[src/rtl/ins_decoder.sv]
// ins_decoder: pulls one instruction at a time from the fetch FIFO, decodes
// the 2-bit type and dispatches it to the load engine, the save engine or the
// PE array controller. Config instructions update the layer configuration
// registers only after every in-flight load, save and compute has completed.
// Errors are reported through a sticky flag that keeps the first cause.
module ins_decoder #(
  parameter int INST_W = 64,
  parameter int OUT_W  = 4
) (
  input  logic              clk,
  input  logic              rst,

  // instruction stream from the fetch FIFO
  input  logic              ins_valid,
  input  logic [INST_W-1:0] ins,
  output logic              ins_ready,

  // layer configuration
  output logic              cfg_valid,
  output logic [3:0]        layer_type,
  output logic [3:0]        in_seg,
  output logic [3:0]        out_seg,
  output logic [7:0]        in_img_w,
  output logic [7:0]        out_img_w,

  // DDR load engine
  output logic              rd_valid,
  input  logic              rd_ready,
  output logic [3:0]        rd_op,
  output logic [5:0]        rd_buf_id,
  output logic [7:0]        rd_size,
  output logic [31:0]       rd_addr,

  // DDR save engine
  output logic              wr_valid,
  input  logic              wr_ready,
  output logic [3:0]        wr_op,
  output logic [5:0]        wr_buf_id,
  output logic [7:0]        wr_size,
  output logic [31:0]       wr_addr,

  // PE array controller
  output logic              pe_valid,
  input  logic              pe_ready,
  output logic [INST_W-1:0] pe_ins,

  // completion pulses
  input  logic              rd_done,
  input  logic              wr_done,
  input  logic              pe_done,

  // status and errors
  output logic              busy,
  output logic              err,
  output logic [1:0]        err_code,
  input  logic              err_clr
);

  typedef enum logic [1:0] {
    S_IDLE  = 2'd0,
    S_ISSUE = 2'd1,
    S_DRAIN = 2'd2
  } state_t;

  typedef enum logic [1:0] {
    T_LOAD = 2'b00,
    T_SAVE = 2'b01,
    T_COMP = 2'b10,
    T_CFG  = 2'b11
  } ins_type_t;

  localparam logic [1:0] ERR_LOAD_OP = 2'b01;
  localparam logic [1:0] ERR_SAVE_OP = 2'b10;
  localparam logic [1:0] ERR_NO_CFG  = 2'b11;

  localparam logic [OUT_W-1:0] CNT_MAX = '1;
  localparam logic [OUT_W-1:0] CNT_ONE = {{(OUT_W-1){1'b0}}, 1'b1};

  // opcodes the load engine implements
  function automatic logic load_op_ok(input logic [3:0] op);
    case (op)
      4'b0000, 4'b0010, 4'b0100, 4'b0101,
      4'b0110, 4'b0111, 4'b1000: load_op_ok = 1'b1;
      default:                   load_op_ok = 1'b0;
    endcase
  endfunction

  // opcodes the save engine implements
  function automatic logic save_op_ok(input logic [3:0] op);
    case (op)
      4'b0000, 4'b0010, 4'b0011,
      4'b0100, 4'b0101: save_op_ok = 1'b1;
      default:          save_op_ok = 1'b0;
    endcase
  endfunction

  // Outstanding-operation update. A done pulse with nothing outstanding is
  // ignored so a stray pulse cannot wrap the counter to its maximum.
  function automatic logic [OUT_W-1:0] cnt_next(input logic [OUT_W-1:0] c,
                                                input logic             inc,
                                                input logic             done);
    logic dec;
    dec = done && (c != '0);
    if (inc && !dec)
      cnt_next = c + CNT_ONE;
    else if (dec && !inc)
      cnt_next = c - CNT_ONE;
    else
      cnt_next = c;
  endfunction

  state_t     state, state_nxt;
  ins_type_t  in_type;
  ins_type_t  issue_type;
  logic [3:0] in_op;

  logic [OUT_W-1:0] rd_cnt, wr_cnt, pe_cnt;
  logic             cnt_zero;

  logic accept;
  logic take_issue;
  logic take_cfg;
  logic apply_cfg;
  logic new_err;
  logic [1:0] new_code;
  logic rd_hs, wr_hs, pe_hs;

  // config word waiting for the drain to finish
  logic [3:0] pend_layer_type;
  logic [3:0] pend_in_seg;
  logic [3:0] pend_out_seg;
  logic [7:0] pend_in_img_w;
  logic [7:0] pend_out_img_w;

  assign in_type  = ins_type_t'(ins[INST_W-1 -: 2]);
  assign in_op    = ins[61:58];
  assign accept   = ins_valid && ins_ready;
  assign cnt_zero = (rd_cnt == '0) && (wr_cnt == '0) && (pe_cnt == '0);

  // Handshake signals are pure functions of state and counters, so an
  // asynchronous reset drops any in-flight valid immediately.
  assign ins_ready = (state == S_IDLE);
  assign rd_valid  = (state == S_ISSUE) && (issue_type == T_LOAD) && (rd_cnt != CNT_MAX);
  assign wr_valid  = (state == S_ISSUE) && (issue_type == T_SAVE) && (wr_cnt != CNT_MAX);
  assign pe_valid  = (state == S_ISSUE) && (issue_type == T_COMP) && (pe_cnt != CNT_MAX);

  assign rd_hs = rd_valid && rd_ready;
  assign wr_hs = wr_valid && wr_ready;
  assign pe_hs = pe_valid && pe_ready;

  assign busy = !cnt_zero || (state != S_IDLE);

  // Next-state decode: classify the accepted instruction and pick the state.
  always_comb begin
    // NOTE: every output of this block gets a default before the case so no
    // path leaves one unassigned, which would otherwise infer a latch.
    state_nxt  = state;
    take_issue = 1'b0;
    take_cfg   = 1'b0;
    apply_cfg  = 1'b0;
    new_err    = 1'b0;
    new_code   = 2'b00;
    case (state)
      S_IDLE: begin
        if (accept) begin
          if (in_type == T_CFG) begin
            take_cfg  = 1'b1;
            state_nxt = S_DRAIN;
          end else if (!cfg_valid) begin
            new_err  = 1'b1;
            new_code = ERR_NO_CFG;
          end else if ((in_type == T_LOAD) && !load_op_ok(in_op)) begin
            new_err  = 1'b1;
            new_code = ERR_LOAD_OP;
          end else if ((in_type == T_SAVE) && !save_op_ok(in_op)) begin
            new_err  = 1'b1;
            new_code = ERR_SAVE_OP;
          end else begin
            take_issue = 1'b1;
            state_nxt  = S_ISSUE;
          end
        end
      end
      S_ISSUE: begin
        if (rd_hs || wr_hs || pe_hs)
          state_nxt = S_IDLE;
      end
      S_DRAIN: begin
        if (cnt_zero) begin
          apply_cfg = 1'b1;
          state_nxt = S_IDLE;
        end
      end
      default: state_nxt = S_IDLE;
    endcase
  end

  // State register.
  always_ff @(posedge clk or negedge rst) begin
    // NOTE: sequential state uses non-blocking assignments so every register
    // samples pre-edge values regardless of block ordering.
    if (!rst)
      state <= S_IDLE;
    else
      state <= state_nxt;
  end

  // Dispatch field registers: loaded on acceptance and held through ISSUE so
  // they stay stable for as long as the matching valid is high.
  always_ff @(posedge clk or negedge rst) begin
    if (!rst) begin
      issue_type <= T_LOAD;
      rd_op      <= '0;
      rd_buf_id  <= '0;
      rd_size    <= '0;
      rd_addr    <= '0;
      wr_op      <= '0;
      wr_buf_id  <= '0;
      wr_size    <= '0;
      wr_addr    <= '0;
      pe_ins     <= '0;
    end else if (take_issue) begin
      issue_type <= in_type;
      case (in_type)
        T_LOAD: begin
          rd_op     <= ins[61:58];
          rd_buf_id <= ins[57:52];
          rd_size   <= ins[39:32];
          rd_addr   <= ins[31:0];
        end
        T_SAVE: begin
          wr_op     <= ins[61:58];
          wr_buf_id <= ins[57:52];
          wr_size   <= ins[39:32];
          wr_addr   <= ins[31:0];
        end
        default: pe_ins <= ins;
      endcase
    end
  end

  // Config staging and apply: capture on acceptance, publish once drained.
  always_ff @(posedge clk or negedge rst) begin
    if (!rst) begin
      pend_layer_type <= '0;
      pend_in_seg     <= '0;
      pend_out_seg    <= '0;
      pend_in_img_w   <= '0;
      pend_out_img_w  <= '0;
      cfg_valid       <= 1'b0;
      layer_type      <= '0;
      in_seg          <= '0;
      out_seg         <= '0;
      in_img_w        <= '0;
      out_img_w       <= '0;
    end else begin
      if (take_cfg) begin
        pend_layer_type <= ins[61:58];
        pend_in_seg     <= ins[55:52];
        pend_out_seg    <= ins[51:48];
        pend_in_img_w   <= ins[47:40];
        pend_out_img_w  <= ins[39:32];
      end
      if (apply_cfg) begin
        cfg_valid  <= 1'b1;
        layer_type <= pend_layer_type;
        in_seg     <= pend_in_seg;
        out_seg    <= pend_out_seg;
        in_img_w   <= pend_in_img_w;
        out_img_w  <= pend_out_img_w;
      end
    end
  end

  // Outstanding-operation counters, one per consumer channel.
  always_ff @(posedge clk or negedge rst) begin
    if (!rst) begin
      rd_cnt <= '0;
      wr_cnt <= '0;
      pe_cnt <= '0;
    end else begin
      rd_cnt <= cnt_next(rd_cnt, rd_hs, rd_done);
      wr_cnt <= cnt_next(wr_cnt, wr_hs, wr_done);
      pe_cnt <= cnt_next(pe_cnt, pe_hs, pe_done);
    end
  end

  // Sticky error: keeps the first cause until cleared; a fresh error in the
  // clearing cycle replaces the old cause instead of being lost.
  always_ff @(posedge clk or negedge rst) begin
    if (!rst) begin
      err      <= 1'b0;
      err_code <= 2'b00;
    end else if (new_err) begin
      err <= 1'b1;
      if (!err || err_clr)
        err_code <= new_code;
    end else if (err_clr) begin
      err      <= 1'b0;
      err_code <= 2'b00;
    end
  end

endmodule

[config.mk]
export PLATFORM = sky130hd
export DESIGN_NAME = ins_decoder
export DESIGN_NICKNAME = d
export VERILOG_FILES = /design/src/rtl/ins_decoder.sv
export SDC_FILE = /design/constraint.sdc
export NUM_CORES = 1
export LEC_CHECK = 0
export BUFFER_PORTS_ARGS = -buffer_cell sky130_fd_sc_hd__buf_2
export CORE_ASPECT_RATIO = 1.2
export CORE_MARGIN = 5
export CORE_UTILIZATION = 39
export CTS_CLUSTER_DIAMETER = 40
export CTS_CLUSTER_SIZE = 25
export DETAILED_ROUTE_END_ITERATION = 10
export PLACE_DENSITY = 0.66
export SLEW_MARGIN = 30
export SYNTH_ARGS = -nofsm -noshare
export SYNTH_HDL_FRONTEND = slang
export SYNTH_SLANG_ARGS = --single-unit
[constraint.sdc]
create_clock -name clk -period 5.6 [get_ports clk]
set_clock_uncertainty 0.05 [all_clocks]
set_input_delay 0.56 -clock clk [delete_from_list [all_inputs] [get_ports clk]]
set_output_delay 0.56 -clock clk [all_outputs]
set_load 0.05 [all_outputs]
# Word-level counts from Yosys, hierarchy flattened
# Cells that the tools add are included.
# totals
reg_bits	240
in_bits	74
output_inout_bits	201
elab_cells	170
# classes
n_addsub	6
n_eq_ne	23
mux	53
bitwise_logic	1
n_reduce_logical	60
# op_table
operator	count
2-bit 2-to-1 mux	16
1-bit 2-to-1 mux	30
4-bit 2-to-1 mux	6
1-bit logical AND	23
4-bit by 3-bit equality test with 1-bit output (second input constant)	4
4-bit logical NOT	4
4-bit by 1-bit adder with 4-bit output (second input constant)	3
4-bit inequality test (second input constant)	3
4-bit nonzero test	3
4-bit by 1-bit subtractor with 4-bit output (second input constant)	3
1-bit logical NOT	10
2-bit nonzero test	5
4-bit by 2-bit equality test with 1-bit output (second input constant)	2
2-bit AND reduction	4
7-bit OR reduction	1
2-bit by 1-bit equality test with 1-bit output (second input constant)	3
2-bit equality test (second input constant)	3
2-bit logical NOT	3
2-bit by 1-bit inequality test with 1-bit output (second input constant)	3
3-bit inequality test (second input constant)	2
2-bit one-hot mux with 3 select lines	1
6-bit AND reduction	1
5-bit OR reduction	1
4-bit equality test (second input constant)	1
5 further kinds	8

# Longest topological paths before layout
# Gate-level depths: netlist of the first run.
# depth
word_depth	24
depth_mapped	10
depth_no_buf	10

# Worst setup path before layout of the first run
# OpenSTA, ideal clock, no wires.
# synth_timing
path_type	reg-to-output
startpoint	register state[1]
endpoint	output port pe_valid
t_arrival_ns	2.110
required_time_ns	4.990
slack_ns	2.880
stages_incl_launch_ff	3
n_path_buf	0
path_cell_list	dfrtp_1 > nand2b_1 > nor4bb_1
# synth_between
elab_chain_cells	3
# synth_rtl
element	line_no	text
start: declaration	112	state_t state, state_nxt;
start signal: assignment	205	state <= state_nxt;
2-bit by 1-bit equality test with 1-bit output	145	assign pe_valid = (state == S_ISSUE) && (issue_type == T_COMP) && (pe_cnt != CNT_MAX);
1-bit logical AND (2 in series)	145	
end: declaration	43	output logic pe_valid,
# Every way passes these cells.

# Final worst setup path of the first run
# layout_timing
startpoint	register wr_cnt[1]
endpoint	output port busy
# layout_between
elab_chain_cells	5
# layout_rtl
element	line_no	text
start: declaration	117	logic [OUT_W-1:0] rd_cnt, wr_cnt, pe_cnt;
start signal: assignment	283	wr_cnt <= cnt_next(wr_cnt, wr_hs, wr_done);
4-bit logical NOT	138	assign cnt_zero = (rd_cnt == '0) && (wr_cnt == '0) && (pe_cnt == '0);
1-bit logical AND (2 in series)	138	
1-bit logical NOT	151	assign busy = !cnt_zero || (state != S_IDLE);
1-bit logical OR	151	
end: declaration	53	output logic busy,
# Every way passes these cells.

==> results.ini, run 1 <==
[layout]
seq_area_sq_um=6010
drive_gt1_share_pct=60.7
post-route-util_pct=51.1
fillCellCount=2082
fin_nets=986
multi_input_area_sq_um=3410
antennaDiodeCount=0
syn2layout_area_growth_pct=28.7

[hold_path]
min_to=err_code[0]
min_path_cells=2
hold_start=err_clr
hp-class=in2reg

[synth]
netlist.area_leader.share_pct=62.9
synthArstFlopShare_pct=100
syn_area_per_cell_sq_um=15.5
synth_commonest_cells=dfrtp_1, mux2_2, nand2_1
yosysSeqAreaShare_pct=62.9
syn_area_sq_um=9550
synth_area_leaders=dfrtp_1, mux2_2, mux2_4, ha_1, nand2_1
yosys_warnings=0
yosys.area.top_type=dfrtp_1
syn_nets=702
ys_types=47
synth_flop_cell=dfrtp_1
synth_most_common_cell=dfrtp_1
ys_ff_latch=240
synth_edf_count=0
netlist_instances=616

[die]
dieArea_sq_um=27700
core_sq_um=24000
die_y_microns=181
rows=62
io_pins=275
fp.dieW_microns=153
start_util_pct=39.7

[run]
drv_cap=0

[timing]
maxSlewViolCount=0
setup_viol=0
finalCritPeriodShare_pct=51.0
slew_headroom_pct=38.0
fin_crit_ps=2860
clock.fmax_mhz=350
hold_viol=0
worst_pin_slew_ps=931
rsz0062_at_grt=false
tns_ps=0

[clock_network]
clockBufferDepth=3
cts_tree=built
ctsResizeCount=0
cts.clk_slew.worst_paths_ps=60
cts_setup_buffers=0
hold_buffers=1
clock-sinks=240
clk_latency_ps=540
cts_buffers=31
htree_num_levels=1
cts_root_buffer=clkbuf_16

[place]
globalplace.congestion=0.777
dpl.hpwl_mm=15.5
io_buffers=274

[routing]
vias=6166
drt-pass1-iter-count=4
routedWlPerCell_microns=18.1
via_per_inst=4.96
drc_errors=0
ant_nets=0
wl_mm=22.5
drt-initial-drc-count=170

[grt]
antenna_found_initial=0
grt_max_degree=152
grt_pass1_wl_mm=37.1
grt_pass1_vias=6662
grt-ovfl-total=0
grt_usage_pct=16.1

[worst_setup_path]
reg2reg_from=wr_cnt[1]
ff2ff_path_depth=8
regToRegEndpoint=wr_cnt[3]
end_kind=primary output
cp.arrival_ps=2250
ff2ff_setup_slack_ps=2850
worst-setup-path-type=reg2out
required_ps=4990
cp_max_fo=5
cp-start-kind=flop

[outcome]
status=finished clean

==> metrics by stage <==
| stage | std cells | area, sq um | hold WS (ps) | worst slack (ps) |
|---|---|---|---|---|
| detailed placement | 1186 | 11300 | 411 | 2830 |
| global placement | 1186 | 11300 | 397 | 2970 |
| CTS | 1244 | 12300 | 181 | 2720 |
| global route | 1244 | 12300 | 198 | 2610 |
| floorplan | 616 | 9550 | 214 | 2880 |
| finish | 1244 | 12300 | 213 | 2740 |
==> kinds of logic (layout without fill, tap and decap cells) <==
group,after synthesis,in the layout,synth area share [%]
flops,240,240,62.9
mux,223,223,26.6
simple gates,68,68,4.07
compound gates,34,34,2.52
buf+inv,33,341,1.55
fa+ha+maj,12,12,1.81
xor+xnor,6,6,0.550
==> layout make-up <==
cell class	instances	share of cell area (%)
tap	320	3.26
timing repair buffer	280	11.7
clock buffer	38	6.85
inverter	4	0.122
clock inverter	19	1.42
sequential	240	48.8
multi-input combinational	343	27.8
==> flip-flops by register name (all words and copies together) (netlist names), 6 cells and up <==
name	flops
pend_out_img_w	8
rd_addr	32
wr_buf_id	6
wr_size	8
pe_ins	64
wr_addr	32
in_img_w	8
rd_size	8
out_img_w	8
pend_in_img_w	8
rd_buf_id	6
==> worst max-delay path: stages, from the launching register on <==
cell and delay [ps]:
dfrtp_1 440, or4_1 610, nor3_1 350, nand2_1 90
buf_2 220
==> per-layer routing <==
metal / up-vias / global-route usage (%) / routed length [microns]
met1: 3080 / 20.3 / 9390
met4: 0 / 4.92 / 515
met5: - / 0 / 0
li1: 2797 / - / -
met3: 36 / 6.05 / 2230
met2: 253 / 26.0 / 10400
==> how the worst max path moves through the flow <==
stage,start,to,slack (ps),cells past startpoint
6_report,wr_cnt[1],busy,2740,4
5_1_grt,rd_cnt[0],rd_cnt[3],2610,8
4_1_cts,wr_cnt[1],busy,2720,4
3_5_place_dp,ins[58],wr_addr[8],2830,6
3_3_place_gp,ins[58],wr_addr[21],2970,6
2_1_floorplan,state[1],pe_valid,2880,2
==> placed cells by master, fill, tap and decap left out, types with 4 or more instances in the layout <==
cell,count
buf_2,273
dfrtp_1,240
mux2_2,211
clkbuf_16,31
nand2_1,18
nor3_1,10
mux2_4,9
ha_1,9
o21ai_0,7
nand2b_1,6
xnor2_1,6
inv_6,6
nor2_1,5
inv_1,4
a21oi_1,4
o31ai_1,4
clkinv_2,4
clkinv_4,4
clkbuf_8,4
buf_4,4
Power of run 1 is not shown: default switching activity piles up to over one toggle a cycle in this logic, so the estimate is an artifact.
==> inputs of run 2 (changes only) <==
--- a/config.mk
+++ b/config.mk
@@ -5,6 +5,7 @@
 export SDC_FILE = /design/constraint.sdc
 export NUM_CORES = 1
 export LEC_CHECK = 0
+export ABC_AREA = 1
 export BUFFER_PORTS_ARGS = -buffer_cell sky130_fd_sc_hd__buf_2
 export CORE_ASPECT_RATIO = 1.2
 export CORE_MARGIN = 5
==> constraint.sdc (replaced) <==
create_clock -name clk -period 2.99 [get_ports clk]
set_clock_uncertainty 0.05 [all_clocks]
set_input_delay 0.299 -clock clk [delete_from_list [all_inputs] [get_ports clk]]
set_output_delay 0.299 -clock clk [all_outputs]
set_load 0.05 [all_outputs]
==> run 2 against run 1 <==
  * Global-route usage increased by 1.7 points
  * Non-clock buffer count up 48
  * Critical path depth up 11
  * Sequential share of layout area decreased by 1.1 points
  * Final area is 2.2% higher
  * Synthesized area fell by 2.2%
  * Core utilization grew 1.8 points
  * Routed wire length grew 7.3%
  * Via count grew 19%
  * Worst hold slack worse by 190 ps
  * First-iteration DRC count is 95% higher
  * Largest cell class unchanged
==> results.ini, run 2 <==
[die]
rows=62  ; unchanged
start_util_pct=39.3  ; was 39.7%
dieArea_sq_um=27100  ; was 27,700 sq um
fp.dieW_microns=151  ; was 153 microns
core_sq_um=23700  ; was 24,000 sq um
io_pins=275  ; unchanged
die_y_microns=180  ; was 181 microns

[clock_network]
clk_latency_ps=530  ; was 540 ps
cts.clk_slew.worst_paths_ps=60  ; about the same
cts_tree=built  ; unchanged
cts_root_buffer=clkbuf_16  ; unchanged
htree_num_levels=1  ; unchanged
clockBufferDepth=3  ; unchanged
clock-sinks=240  ; unchanged
cts_buffers=30  ; was 31
cts_setup_buffers=0  ; unchanged

[grt]
antenna_found_initial=2  ; was 0
grt_max_degree=105  ; was 152
grt_usage_pct=17.8  ; was 16.1%
grt_pass1_wl_mm=39.8  ; was 37.1 mm
grt-ovfl-total=0  ; unchanged
grt_pass1_vias=7472  ; was 6,662

[routing]
ant_nets=0  ; unchanged
via_per_inst=4.58  ; was 4.96
vias=7362  ; was 6,166
drc_errors=0  ; unchanged
wl_mm=24.2  ; was 22.5 mm
drt-initial-drc-count=332  ; was 170
drt-pass1-iter-count=4  ; unchanged
routedWlPerCell_microns=15.1  ; was 18.1 microns

[place]
dpl.hpwl_mm=16.7  ; was 15.5 mm
globalplace.congestion=0.803  ; was 0.777
io_buffers=274  ; unchanged

[synth]
syn_nets=1034  ; was 702
yosys_warnings=0  ; unchanged
synth_commonest_cells=nand2_1, dfrtp_1, o21ai_0  ; was dfrtp_1, mux2_2, nand2_1
synthArstFlopShare_pct=100  ; unchanged
synth_area_leaders=dfrtp_1, nand2_1, o21ai_0, inv_1, o21ai_1  ; was dfrtp_1, mux2_2, mux2_4, ha_1, nand2_1
yosysSeqAreaShare_pct=64.3  ; was 62.9%
ys_types=28  ; was 47
synth_most_common_cell=nand2_1  ; was dfrtp_1
netlist.area_leader.share_pct=64.3  ; was 62.9%
netlist_instances=948  ; was 616
yosys.area.top_type=dfrtp_1  ; unchanged
syn_area_sq_um=9340  ; was 9550 sq um
synth_edf_count=0  ; unchanged
synth_flop_cell=dfrtp_1  ; unchanged
syn_area_per_cell_sq_um=9.85  ; was 15.5 sq um
ys_ff_latch=240  ; unchanged

[layout]
top_regs=pe_ins (64), rd_addr (32), wr_addr (32)  ; unchanged
fillCellCount=2192  ; was 2,082
final_common_cell=buf_2  ; unchanged
syn2layout_area_growth_pct=34.6  ; was 28.7%
largest_register_ffs=64  ; unchanged
drive_gt1_share_pct=27.8  ; was 60.7%
regMostFlops=pe_ins  ; unchanged
fin_nets=1349  ; was 986
most-common-layout-cells=buf_2, nand2_1, dfrtp_1  ; was buf_2, dfrtp_1, mux2_2

[power_and_ir_drop]
p_leak_nw=6.77
p_int_mw=8.56
comb_power_share_pct=43.7
p_switching_mw=7.74
p_seq_share_pct=33.2
swShare_pct=47.5
power.total_mw=16.3
ir_drop_uv=756
p_clk_share_pct=23.2
power.density_nw_per_um2=1300

[worst_setup_path]
cp.arrival_ps=2670  ; was 2250 ps
cp-start-kind=flop  ; unchanged
cp_max_fo=5  ; unchanged
end_kind=flop  ; was primary output
required_ps=3350  ; was 4990 ps
worst-setup-path-type=reg2reg  ; was reg2out

[timing]
hold_viol=0  ; unchanged
tns_ps=0  ; unchanged
setup_viol=0  ; unchanged
rsz0062_at_grt=false  ; unchanged
fin_crit_ps=2310
maxSlewViolCount=0  ; unchanged
clock.fmax_mhz=433
finalCritPeriodShare_pct=77.2
worst_pin_slew_ps=678  ; was 931 ps
slew_headroom_pct=54.8  ; was 38.0%

[hold_path]
hp-class=in2reg  ; unchanged

[run]
drv_cap=0  ; unchanged

[outcome]
status=finished clean  ; unchanged

## run 2: kinds of logic after synthesis
family                   count (synthesis)  share of synthesized area (%)
flip-flops                             240                           64.3
AO/OA/AOI/OAI                          235                           12.8
XOR/XNOR                                 9                          0.844
multiplexers                             2                          0.241
buffers and inverters                  153                           6.73
AND/OR/NAND/NOR                        297                           13.3
adder cells (fa/ha/maj)                 12                           1.85
## run 2: worst paths after layout
| path | slack [ps] | end | start | cells past startpoint |
|---|---|---|---|---|
| worst max-delay path | 680 | rd_cnt[3] | state[1] | 15 |
| worst min-delay path | 20 | rd_addr[29] | ins[29] | 3 |
| worst max register to register | 680 | rd_cnt[3] | state[1] | 15 |
| worst min register to register | 420 | pe_ins[63] | pe_ins[63] | 2 |
| max in group asynchronous | 1750 | rd_addr[12] | rst | 3 |
| min in group asynchronous | 340 | pe_ins[44] | rst | 2 |
## run 2: metrics by stage
| stage | setup WS, ps | hold slack, ps | cell area [sq um] | utilization [%] | cells |
|---|---|---|---|---|---|
| finish | 680 | 19.1 | 12600 | 52.9 | 1607 |
| global route | 392 | 18.5 | 12600 | 52.9 | 1607 |
| CTS | 669 | 1.45 | 12600 | 52.9 | 1605 |
| detailed placement | 676 | 314 | 11000 | 46.5 | 1507 |
| global placement | 716 | 316 | 11000 | 46.5 | 1507 |
| floorplan | 195 | -46.6 | 9340 | - | 948 |
## run 2: cell type report
type                    instances  area, sq um  area share [%]
repair buffers                328         1960            15.6
diodes                          2         5.00          0.0398
clock inverters                19          256            2.04
well taps                     320          400            3.19
inverters                     108          405            3.23
multi-input cells             555         2710            21.6
clock buffers                  35          821            6.53
flip-flops and latches        240         6010            47.8
## run 2: worst max-delay path: stages (launching register included)
cell and delay, ps:
dfrtp_1 390, inv_1 90, nand2_1 70, nor2_1 90, inv_1 60, nor3b_2 180
nand2_1 90, inv_1 60, ha_1 130, inv_1 80, ha_1 330, a21oi_1 150
nand2_1 70, a21oi_1 110, o21ai_0 110, xnor2_1 130
## run 2: power groups by stage
| stage | Clock (mW) | Combinational (mW) | Sequential (mW) |
|---|---|---|---|
| after global routing | 4.04 | 7.63 | 5.60 |
| after global placement | 0 | 7.03 | 5.40 |
| final | 3.78 | 7.12 | 5.41 |
| after detailed placement | 0 | 7.14 | 5.43 |
| after CTS | 3.89 | 7.19 | 5.41 |
| after floorplan | 0 | 1.58 | 9.10 |
## run 2: what timing repair did
item                                   in CTS  in global routing
hold buffers                               44                  0
resized for setup                           0                  0
endpoints found under the hold margin     165                  0
## run 2: metal layers
metal | track usage [%] | vias to the layer above | wire, microns
met2 | 29.1 | 226 | 11700
met3 | 4.16 | 62 | 1720
met4 | 7.29 | 0 | 956
met1 | 22.7 | 3416 | 9860
li1 | - | 3658 | -
met5 | 0 | - | 0
No activity file was read; power rests on OpenSTA's default activity.
